--- config.mk ---
export PLATFORM = sky130hd
export DESIGN_NAME = register_status_table_flat
export DESIGN_NICKNAME = d
export VERILOG_FILES = /design/src/rtl/register_status_table_if.sv /design/src/rtl/register_status_table.sv /design/src/flat_wrapper.sv
export SDC_FILE = /design/constraint.sdc
export NUM_CORES = 2
export LEC_CHECK = 0
export CORE_UTILIZATION = 63
export DETAILED_ROUTE_END_ITERATION = 16
export PLACE_DENSITY = 0.81
export REMOVE_ABC_BUFFERS = 1
export SYNTH_ARGS = -nofsm -noshare
export SYNTH_HDL_FRONTEND = slang
export SYNTH_SLANG_ARGS = --single-unit
--- constraint.sdc ---
create_clock -name i_clk -period 10.2 [get_ports i_clk]
set_clock_uncertainty 0.05 [all_clocks]
set_input_delay 2.04 -clock i_clk [delete_from_list [all_inputs] [get_ports i_clk]]
set_output_delay 2.04 -clock i_clk [all_outputs]
set_load 0.01 [all_outputs]
--- src/rtl/register_status_table_if.sv ---
// Dispatcher/CDB-side bundle of the register status table: read ports,
// rename request, CDB snoop, flush and the pending summary.
interface register_status_table_if #(
  parameter int NREGS = 32
) ();
  localparam int AW = $clog2(NREGS);
  localparam int CW = $clog2(NREGS) + 1;

  logic          en;
  logic          cdb_valid;
  logic [31:0]   cdb_data;
  logic [7:0]    cdb_tag;
  logic [AW-1:0] rd_addr_a;
  logic [AW-1:0] rd_addr_b;
  logic [31:0]   rd_val_a;
  logic [31:0]   rd_val_b;
  logic [7:0]    rd_tag_a;
  logic [7:0]    rd_tag_b;
  logic          rename_en;
  logic [AW-1:0] rename_addr;
  logic [7:0]    rename_tag;
  logic          flush;
  logic [CW-1:0] pending_count;
  logic          all_clear;

  modport master (
    output en, cdb_valid, cdb_data, cdb_tag, rd_addr_a, rd_addr_b,
           rename_en, rename_addr, rename_tag, flush,
    input  rd_val_a, rd_val_b, rd_tag_a, rd_tag_b, pending_count, all_clear
  );

  modport slave (
    input  en, cdb_valid, cdb_data, cdb_tag, rd_addr_a, rd_addr_b,
           rename_en, rename_addr, rename_tag, flush,
    output rd_val_a, rd_val_b, rd_tag_a, rd_tag_b, pending_count, all_clear
  );
endinterface

--- src/rtl/register_status_table.sv ---
// Architectural register file with producer tags: operands read as value or
// pending tag, destinations renamed, CDB broadcasts retire matching tags.
module register_status_table #(
  parameter int NREGS = 32
) (
  input  logic                      i_clk,
  input  logic                      i_reset,
  register_status_table_if.slave    bus
);
  localparam int AW = $clog2(NREGS);
  localparam int CW = $clog2(NREGS) + 1;

  logic [31:0]    r_value [NREGS];
  logic [7:0]     r_tag   [NREGS];
  logic [CW-1:0]  r_pending;

  logic [31:0]    w_value_nxt [NREGS];
  logic [7:0]     w_tag_nxt   [NREGS];
  logic [NREGS-1:0] w_pend_nxt;
  logic           w_cdb_live;
  logic           w_rename_live;

  assign w_cdb_live    = bus.en & bus.cdb_valid & bus.cdb_tag[7];
  assign w_rename_live = bus.en & bus.rename_en & bus.rename_tag[7] &
                         (bus.rename_addr != {AW{1'b0}});

  function automatic logic [CW-1:0] f_popcount(input logic [NREGS-1:0] v);
    logic [CW-1:0] n;
    n = {CW{1'b0}};
    for (int i = 0; i < NREGS; i++) begin
      n = n + {{(CW-1){1'b0}}, v[i]};
    end
    return n;
  endfunction

  // Operand lookup: the CDB bypass turns a pending tag into the broadcast value.
  function automatic logic [39:0] f_read(
    input logic [AW-1:0] a,
    input logic [7:0]    t,
    input logic [31:0]   v,
    input logic          live,
    input logic [7:0]    ct,
    input logic [31:0]   cd
  );
    logic [39:0] res;
    if (a == {AW{1'b0}}) begin
      res = 40'd0;
    end else if (t[7] && live && (ct == t)) begin
      res = {cd, 8'd0};
    end else if (t[7]) begin
      res = {32'd0, t};
    end else begin
      res = {v, 8'd0};
    end
    return res;
  endfunction

  // Next state: flush clears tags; otherwise CDB retirement, then rename on top.
  always_comb begin
    for (int i = 0; i < NREGS; i++) begin
      logic w_hit;
      logic w_ren_hit;
      w_hit     = w_cdb_live && r_tag[i][7] && (r_tag[i] == bus.cdb_tag);
      w_ren_hit = w_rename_live && (bus.rename_addr == AW'(i));
      w_value_nxt[i] = r_value[i];
      w_tag_nxt[i]   = r_tag[i];
      if (i == 0) begin
        w_value_nxt[i] = 32'd0;
        w_tag_nxt[i]   = 8'd0;
      end else if (bus.flush) begin
        w_tag_nxt[i]   = 8'd0;
      end else begin
        w_value_nxt[i] = w_hit ? bus.cdb_data : r_value[i];
        w_tag_nxt[i]   = w_ren_hit ? bus.rename_tag : (w_hit ? 8'd0 : r_tag[i]);
      end
      w_pend_nxt[i] = w_tag_nxt[i][7];
    end
  end

  // State registers and the pending summary computed from next-state tags.
  always_ff @(posedge i_clk) begin
    if (i_reset) begin
      for (int i = 0; i < NREGS; i++) begin
        r_value[i] <= 32'd0;
        r_tag[i]   <= 8'd0;
      end
      r_pending <= {CW{1'b0}};
    end else begin
      r_value   <= w_value_nxt;
      r_tag     <= w_tag_nxt;
      r_pending <= f_popcount(w_pend_nxt);
    end
  end

  assign {bus.rd_val_a, bus.rd_tag_a} = f_read(bus.rd_addr_a, r_tag[bus.rd_addr_a],
                                               r_value[bus.rd_addr_a], w_cdb_live,
                                               bus.cdb_tag, bus.cdb_data);
  assign {bus.rd_val_b, bus.rd_tag_b} = f_read(bus.rd_addr_b, r_tag[bus.rd_addr_b],
                                               r_value[bus.rd_addr_b], w_cdb_live,
                                               bus.cdb_tag, bus.cdb_data);
  assign bus.pending_count = r_pending;
  assign bus.all_clear     = (r_pending == {CW{1'b0}});
endmodule

--- src/flat_wrapper.sv ---
// flat-port wrapper written by rule: the top's interface ports become plain ports
module register_status_table_flat 
#(
  parameter int NREGS = 32
)
  (i_clk, i_reset, bus_en, bus_cdb_valid, bus_cdb_data, bus_cdb_tag, bus_rd_addr_a, bus_rd_addr_b, bus_rename_en, bus_rename_addr, bus_rename_tag, bus_flush, bus_rd_val_a, bus_rd_val_b, bus_rd_tag_a, bus_rd_tag_b, bus_pending_count, bus_all_clear);
  register_status_table_if #(.NREGS(NREGS)) bus_i ();
  input  logic i_clk;
  input  logic i_reset;
  input wire logic [$bits(bus_i.en)-1:0] bus_en;
  input wire logic [$bits(bus_i.cdb_valid)-1:0] bus_cdb_valid;
  input wire logic [$bits(bus_i.cdb_data)-1:0] bus_cdb_data;
  input wire logic [$bits(bus_i.cdb_tag)-1:0] bus_cdb_tag;
  input wire logic [$bits(bus_i.rd_addr_a)-1:0] bus_rd_addr_a;
  input wire logic [$bits(bus_i.rd_addr_b)-1:0] bus_rd_addr_b;
  input wire logic [$bits(bus_i.rename_en)-1:0] bus_rename_en;
  input wire logic [$bits(bus_i.rename_addr)-1:0] bus_rename_addr;
  input wire logic [$bits(bus_i.rename_tag)-1:0] bus_rename_tag;
  input wire logic [$bits(bus_i.flush)-1:0] bus_flush;
  output wire logic [$bits(bus_i.rd_val_a)-1:0] bus_rd_val_a;
  output wire logic [$bits(bus_i.rd_val_b)-1:0] bus_rd_val_b;
  output wire logic [$bits(bus_i.rd_tag_a)-1:0] bus_rd_tag_a;
  output wire logic [$bits(bus_i.rd_tag_b)-1:0] bus_rd_tag_b;
  output wire logic [$bits(bus_i.pending_count)-1:0] bus_pending_count;
  output wire logic [$bits(bus_i.all_clear)-1:0] bus_all_clear;
  assign bus_i.en = bus_en;
  assign bus_i.cdb_valid = bus_cdb_valid;
  assign bus_i.cdb_data = bus_cdb_data;
  assign bus_i.cdb_tag = bus_cdb_tag;
  assign bus_i.rd_addr_a = bus_rd_addr_a;
  assign bus_i.rd_addr_b = bus_rd_addr_b;
  assign bus_i.rename_en = bus_rename_en;
  assign bus_i.rename_addr = bus_rename_addr;
  assign bus_i.rename_tag = bus_rename_tag;
  assign bus_i.flush = bus_flush;
  assign bus_rd_val_a = bus_i.rd_val_a;
  assign bus_rd_val_b = bus_i.rd_val_b;
  assign bus_rd_tag_a = bus_i.rd_tag_a;
  assign bus_rd_tag_b = bus_i.rd_tag_b;
  assign bus_pending_count = bus_i.pending_count;
  assign bus_all_clear = bus_i.all_clear;
  register_status_table #(.NREGS(NREGS)) u_core (.i_clk(i_clk), .i_reset(i_reset), .bus(bus_i));
endmodule
======== After elaboration in Yosys (flattened, before gate mapping) ========
Cells that the tools add are included.
operators by class
  $lt $le $gt $ge ......................... 2
  eq/ne operators ......................... 64
  $add $sub $neg .......................... 30
  bitwise operators ....................... 8
  muxes and demuxes ....................... 111
  reductions and logical operators ........ 164
operators with widths
  cell                  number
  $mux W8               97
  $bmux W32 S5          2
  $eq A8 B8 Y1          33
  $mux W40              6
  $add A6 B1 Y6         29
  $mux W32              4
  $logic_and A1 B1 Y1   97
  $bmux W8 S5           2
  $eq A5 B5 Y1 const B  16
  $reduce_and A2 Y1     31
  $reduce_bool A2 Y1    31
  $eq A5 B4 Y1 const B  8
  $eq A5 B3 Y1 const B  4
  $ge A6 B6 Y1 const B  2
  $not A5 Y6            2
  $eq A5 B2 Y1 const B  2
  $logic_not A5 Y1      2
  $logic_not A6 Y1      1
  $and A1 B1 Y1         5
  $eq A5 B1 Y1 const B  1
  $reduce_bool A5 Y1    1
  $add A1 B1 Y2         1
  $reduce_or A2 Y1      1
  $not A1 Y1            1
storage, ports and cells
  logic and storage cells ................. 473
  register bits ........................... 1246
  output and inout bits ................... 87
  input bits .............................. 69

======== Depth between registers and ports, before layout ========
  word-level depth ........................ 37
  depth in mapped cells ................... 28
  mapped depth without buffers ............ 25

======== Worst setup path after synthesis ========
Ideal clock, no wire load.
  kind .................................... input -> register
  start point ............................. input port bus_cdb_tag[0]
  end point ............................... register u_core.r_pending[4] (netlist: u_core.bus.pending_count[4])
  arrival ................................. 8.310 ns
  path slack .............................. 1.713 ns
  setup time .............................. 0.128 ns
  path buffers ............................ 4
  stages .................................. 28
  data required time ...................... 10.022 ns
  cell sequence ........................... clkbuf_1 buf_2 buf_2 xnor2_1 nand4_1 or3_1 clkbuf_1 a21oi_1 nor2_1 ha_1 inv_1 fa_1 inv_1 fa_1 inv_1 fa_1 inv_1 fa_1 fa_1 inv_1 fa_1 inv_1 ha_1 fa_1 a21o_1 a21oi_1 xor2_1 nor2_1
between the ends
  longest elaborated chain between the ends .. 35
  elaborated cells on any way between the ends .. 185
  classes of those cells .................. add/sub: 30; eq/ne: 31; mux: 93; reduce/logical: 31
ends and longest elaborated chain
  item                          line                         RTL
  from (decl)                   flat_wrapper.sv:13           input wire logic [$bits(bus_i.cdb_tag)-1:0] bus_cdb_tag;
  $eq A8 B8 Y1                  register_status_table.sv:63  w_hit = w_cdb_live && r_tag[i][7] && (r_tag[i] == bus.cdb_tag);
  $logic_and A1 B1 Y1           register_status_table.sv:63
  $mux W8 (2 in series)         register_status_table.sv:74  w_tag_nxt[i] = w_ren_hit ? bus.rename_tag : (w_hit ? 8'd0 : r_tag[i]);
  $mux W8                       register_status_table.sv:70  end else if (bus.flush) begin
  net u_core.w_pend_nxt[1]      register_status_table.sv:19  logic [NREGS-1:0] w_pend_nxt;
  $add A1 B1 Y2                 register_status_table.sv:31  n = n + {{(CW-1){1'b0}}, v[i]};
  $add A6 B1 Y6 (29 in series)  register_status_table.sv:31
  to (signal assigned)          register_status_table.sv:87  r_pending <= {CW{1'b0}};
  to (signal assigned)          register_status_table.sv:91  r_pending <= f_popcount(w_pend_nxt);
  to (decl)                     register_status_table.sv:15  logic [CW-1:0] r_pending;
The timed path passes the listed nets, and every way through them passes these cells. The select of a mux whose other input is x is not followed.
A chain may end at the register's enable or synchronous reset.

======== Worst setup path in the final report ========
  start point ............................. input port bus_en
  end point ............................... register u_core.r_pending[4] (netlist: u_core.bus.pending_count[4])
between the ends
  longest elaborated chain between the ends .. 37
  elaborated cells on any way between the ends .. 221
  classes of those cells .................. add/sub: 30; mux: 93; bitwise: 5; reduce/logical: 93
ends and longest elaborated chain
  item                               line                         RTL
  from (decl)                        flat_wrapper.sv:10           input wire logic [$bits(bus_i.en)-1:0] bus_en;
  $and A1 B1 Y1 (2 in series)        register_status_table.sv:23  assign w_cdb_live = bus.en & bus.cdb_valid & bus.cdb_tag[7];
  $logic_and A1 B1 Y1 (2 in series)  register_status_table.sv:63
  $mux W8                            register_status_table.sv:74
  $mux W8 *                          register_status_table.sv:74
  $mux W8 *                          register_status_table.sv:70
  net u_core.w_pend_nxt[1]           register_status_table.sv:19
  $add A1 B1 Y2 *                    register_status_table.sv:31
  $add A6 B1 Y6 * (29 in series)     register_status_table.sv:31
The timed path passes the listed nets; every way through them passes the cells marked *. The select of a mux whose other input is x is not followed.

==> metrics <==
total number of vias=around 66000; Worst Hold Class=reg2reg; switch share=25.3%; Initial Util=between 60% and 70%; Multi-input gate area=about 40000 sq um; Data arrival, critical path=about 9.2 ns; Port Buffers=approximately 160; CTS Buffer Depth=3; ys flop type=dfxtp_1; Final Core Density=about 70%; Pwr per Cell Area=145 nW/um^2; combinational share of power=under 10%; final hold vios=0; Total Routing Usage GR=47.6%; clk_lat worst skew=between 0.7 and 0.8 ns; total CTS buffers=roughly 140; TNS Setup=0 ns; # nets final=7492; CP Max Fanout=10; Tcrit/Tclk final=between 80% and 90%; Clock transition at path regs=roughly 0.06 ns; syn_area_per_cell=between 8 and 9 sq um; hold-fix buffers at CTS=0; Final Instance Area=74900 sq um; Crit Path Class=in2reg; Final HPWL DP=154 mm; Synth Cell Area=68900 sq um; core area=roughly 110000 sq um; Layout area overhead=8.71%; final wirelength=about 270 mm; hold path depth=2; Max Cap Viol=1; synth warn=0; vias in the first global route=about 62000; Via density=7.38; first-pass GRT wire length=about 390 mm; min cycle time layout=8.58 ns; share of the yosys chip area belonging to registers=between 30 and 40%; DR iter-0 viols=12100; final setup violation count=0; Die Wd=between 300 and 400 um; largest net degree at the start of global routing=206; H-tree levels=4; setup repair after global routing missed its margin=no; Worst Reg-to-Reg Cells=24; Post-synth EDFFs=0; root buffer selected by CTS=clkbuf_16; Slew Viols, Final=0; final cell count without fillers=just under 9000; DRT Pass-1 Iters=10; failing checks=capacitance limit; count of different cell masters after synthesis=74; clock group share of total power=between 40% and 50%; Leak Pwr=between 20 and 25 nW; placed cell count=8657; Psw=roughly 2.7 mW; status=finished with violations; CTS tree=done; #FFs+latches synth=about 1200; Worst Tran Pin Value=roughly 1.5 ns; Int Power=between 8 and 9 mW; crit start category=primary input; Filler cells=7938; Worst setup EP type=flop; CTS sink cnt=~1200; asr flop ratio synth=0%; post-route ant nets=0; Rows=120; I/O Pins=156; die height=333 um; post-CTS resize count=0; WL/cell=30.4 um; cells after synthesis=7749; Max VDD drop=approximately 0.14 mV; Die Area=111000 sq um; Remaining DRCs=0; final estimated routing congestion in global placement=between 1 and 1.5; Post-CTS Setup Inserts=0; Fmax=around 120 MHz; WP data required=about 11 ns; sequential cell area=24900 sq um; placed cell area=between 70000 and 80000 sq um; share of layout cells above drive strength 1=approximately 16%; Max-slew headroom=less than 1%; initial antenna violation count=12; gr ovfl total=0; Reg power frac=between 40% and 50%
[layer usage]
layer	vias to the layer above	wire length (um)	global-route usage (%)	part of all wire (%)
li1	26500	-	-	-
met1	31100	87700	59.3	32
met2	6405	113000	68.3	42
met3	1704	46600	18.0	17
met4	12	22700	33.1	8.4
met5	-	160	0	0.059
[cell type report]
cell class / instances / area share (%)
Inverter: 47 / 0.239
Multi-Input combinational cell: 5634 / 54.0
Antenna cell: 6 / 0.0200
Sequential cell: 1246 / 33.3
Tap cell: 1403 / 2.34
Clock inverter: 49 / 0.937
Timing Repair Buffer: 327 / 3.92
Clock buffer: 186 / 5.21
[worst max-delay path, stage by stage]
cell             delay, ns
clkdlybuf4s50_1       0.49
and3_1                0.66
nand3_1               0.24
or3_1                 0.54
a21oi_1               0.24
nor2_1                0.07
ha_1                  0.35
inv_1                 0.07
fa_1                  0.48
inv_1                 0.08
fa_1                  0.51
inv_1                 0.05
fa_1                  0.48
inv_1                 0.05
fa_1                  0.50
fa_1                  0.51
inv_1                 0.05
fa_1                  0.48
inv_1                 0.04
ha_1                  0.21
fa_1                  0.46
a21o_1                0.18
a21oi_1               0.17
xor2_1                0.15
nor2_1                0.05
[cells by family after synthesis]
family / Yosys count / share of synthesized area (%)
AO/OA/AOI/OAI: 1513 / 12.1
XOR/XNOR: 231 / 2.94
adder cells (fa/ha/maj): 32 / 0.831
buffers and inverters: 869 / 5.47
flip-flops: 1246 / 36.2
multiplexers: 906 / 24.8
AND/OR/NAND/NOR: 2952 / 17.6
[state kept, by name (all words and copies together) (netlist names)]
signal,cells
u_core.r_value,992
u_core.r_tag,248
u_core.bus.pending_count,6
[power by group through the flow]
stage	clock network (mW)	logic, mW	registers, mW
2_1_floorplan	0	0.273	4.98
4_1_cts	5.11	0.802	4.87
5_1_grt	5.31	0.849	4.87
3_5_place_dp	0	0.801	4.98
6_report	5.13	0.839	4.87
3_3_place_gp	0	0.795	4.98
[cell usage after synthesis, drive strengths merged, types with 5 or more instances]
| master | instances | area share, % |
|---|---|---|
| fa | 23 | 0.67 |
| inv | 45 | 0.25 |
| or2 | 33 | 0.30 |
| nand4 | 35 | 0.32 |
| buf | 215 | 1.9 |
| dfxtp | 1246 | 36 |
| mux2i | 203 | 3.0 |
| nand2 | 2293 | 12 |
| a21oi | 1254 | 9.1 |
| o22ai | 6 | 0.054 |
| xnor2 | 210 | 2.7 |
| or4 | 29 | 0.32 |
| a311oi | 5 | 0.064 |
| xor2 | 21 | 0.27 |
| and3 | 12 | 0.11 |
| mux2 | 70 | 1.1 |
| a31o | 32 | 0.41 |
| o21ai | 64 | 0.46 |
| nand2b | 11 | 0.10 |
| a31oi | 7 | 0.064 |
| mux4 | 633 | 21 |
| a41o | 32 | 0.46 |
| a22o | 10 | 0.13 |
| a221o | 49 | 0.71 |
| nor2b | 37 | 0.34 |
| or3 | 29 | 0.26 |
| and2 | 6 | 0.054 |
| ha | 9 | 0.16 |
| nand3 | 265 | 1.9 |
| a22oi | 11 | 0.13 |
| a221oi | 14 | 0.18 |
| nor3b | 5 | 0.054 |
| clkbuf | 607 | 3.3 |
| nor3 | 11 | 0.080 |
| nor2 | 145 | 0.79 |
| nor4 | 37 | 0.40 |
[metrics by stage]
stage / setup slack (ns) / power [mW] / hold WS [ns]
4_1_cts: 1.76 / 10.8 / 0.411
3_3_place_gp: 0.927 / 5.77 / 0.394
5_1_grt: 1.48 / 11.0 / 0.428
2_1_floorplan: 1.42 / 5.25 / 0.382
3_5_place_dp: 0.988 / 5.78 / 0.403
6_report: 1.62 / 10.8 / 0.408
[cell usage in the layout, fill, tap and decap left out, types with 35 or more instances in the layout]
cell             instances
buf_4                  166
clkbuf_16              137
mux2i_1                202
o21ai_0                 64
dfxtp_1               1246
nand2_1               2293
nor2_1                 141
inv_1                   42
mux4_2                 625
mux2_2                  70
nand4_1                 35
clkdlybuf4s50_1        134
xnor2_1                210
a21oi_1               1254
nand3_1                264
a221o_1                 49
[path summary, 6_finish.rpt]
| path | from | endpoint | slack [ns] |
|---|---|---|---|
| min reg2reg | u_core.r_value[795] | u_core.r_value[795] | 0.41 |
| max reg2reg | u_core.r_tag[242] | u_core.bus.pending_count[4] | 3.57 |
| min | u_core.r_value[795] | u_core.r_value[795] | 0.41 |
| max | bus_en | u_core.bus.pending_count[4] | 1.62 |
No activity file was read; power rests on OpenSTA's default activity.
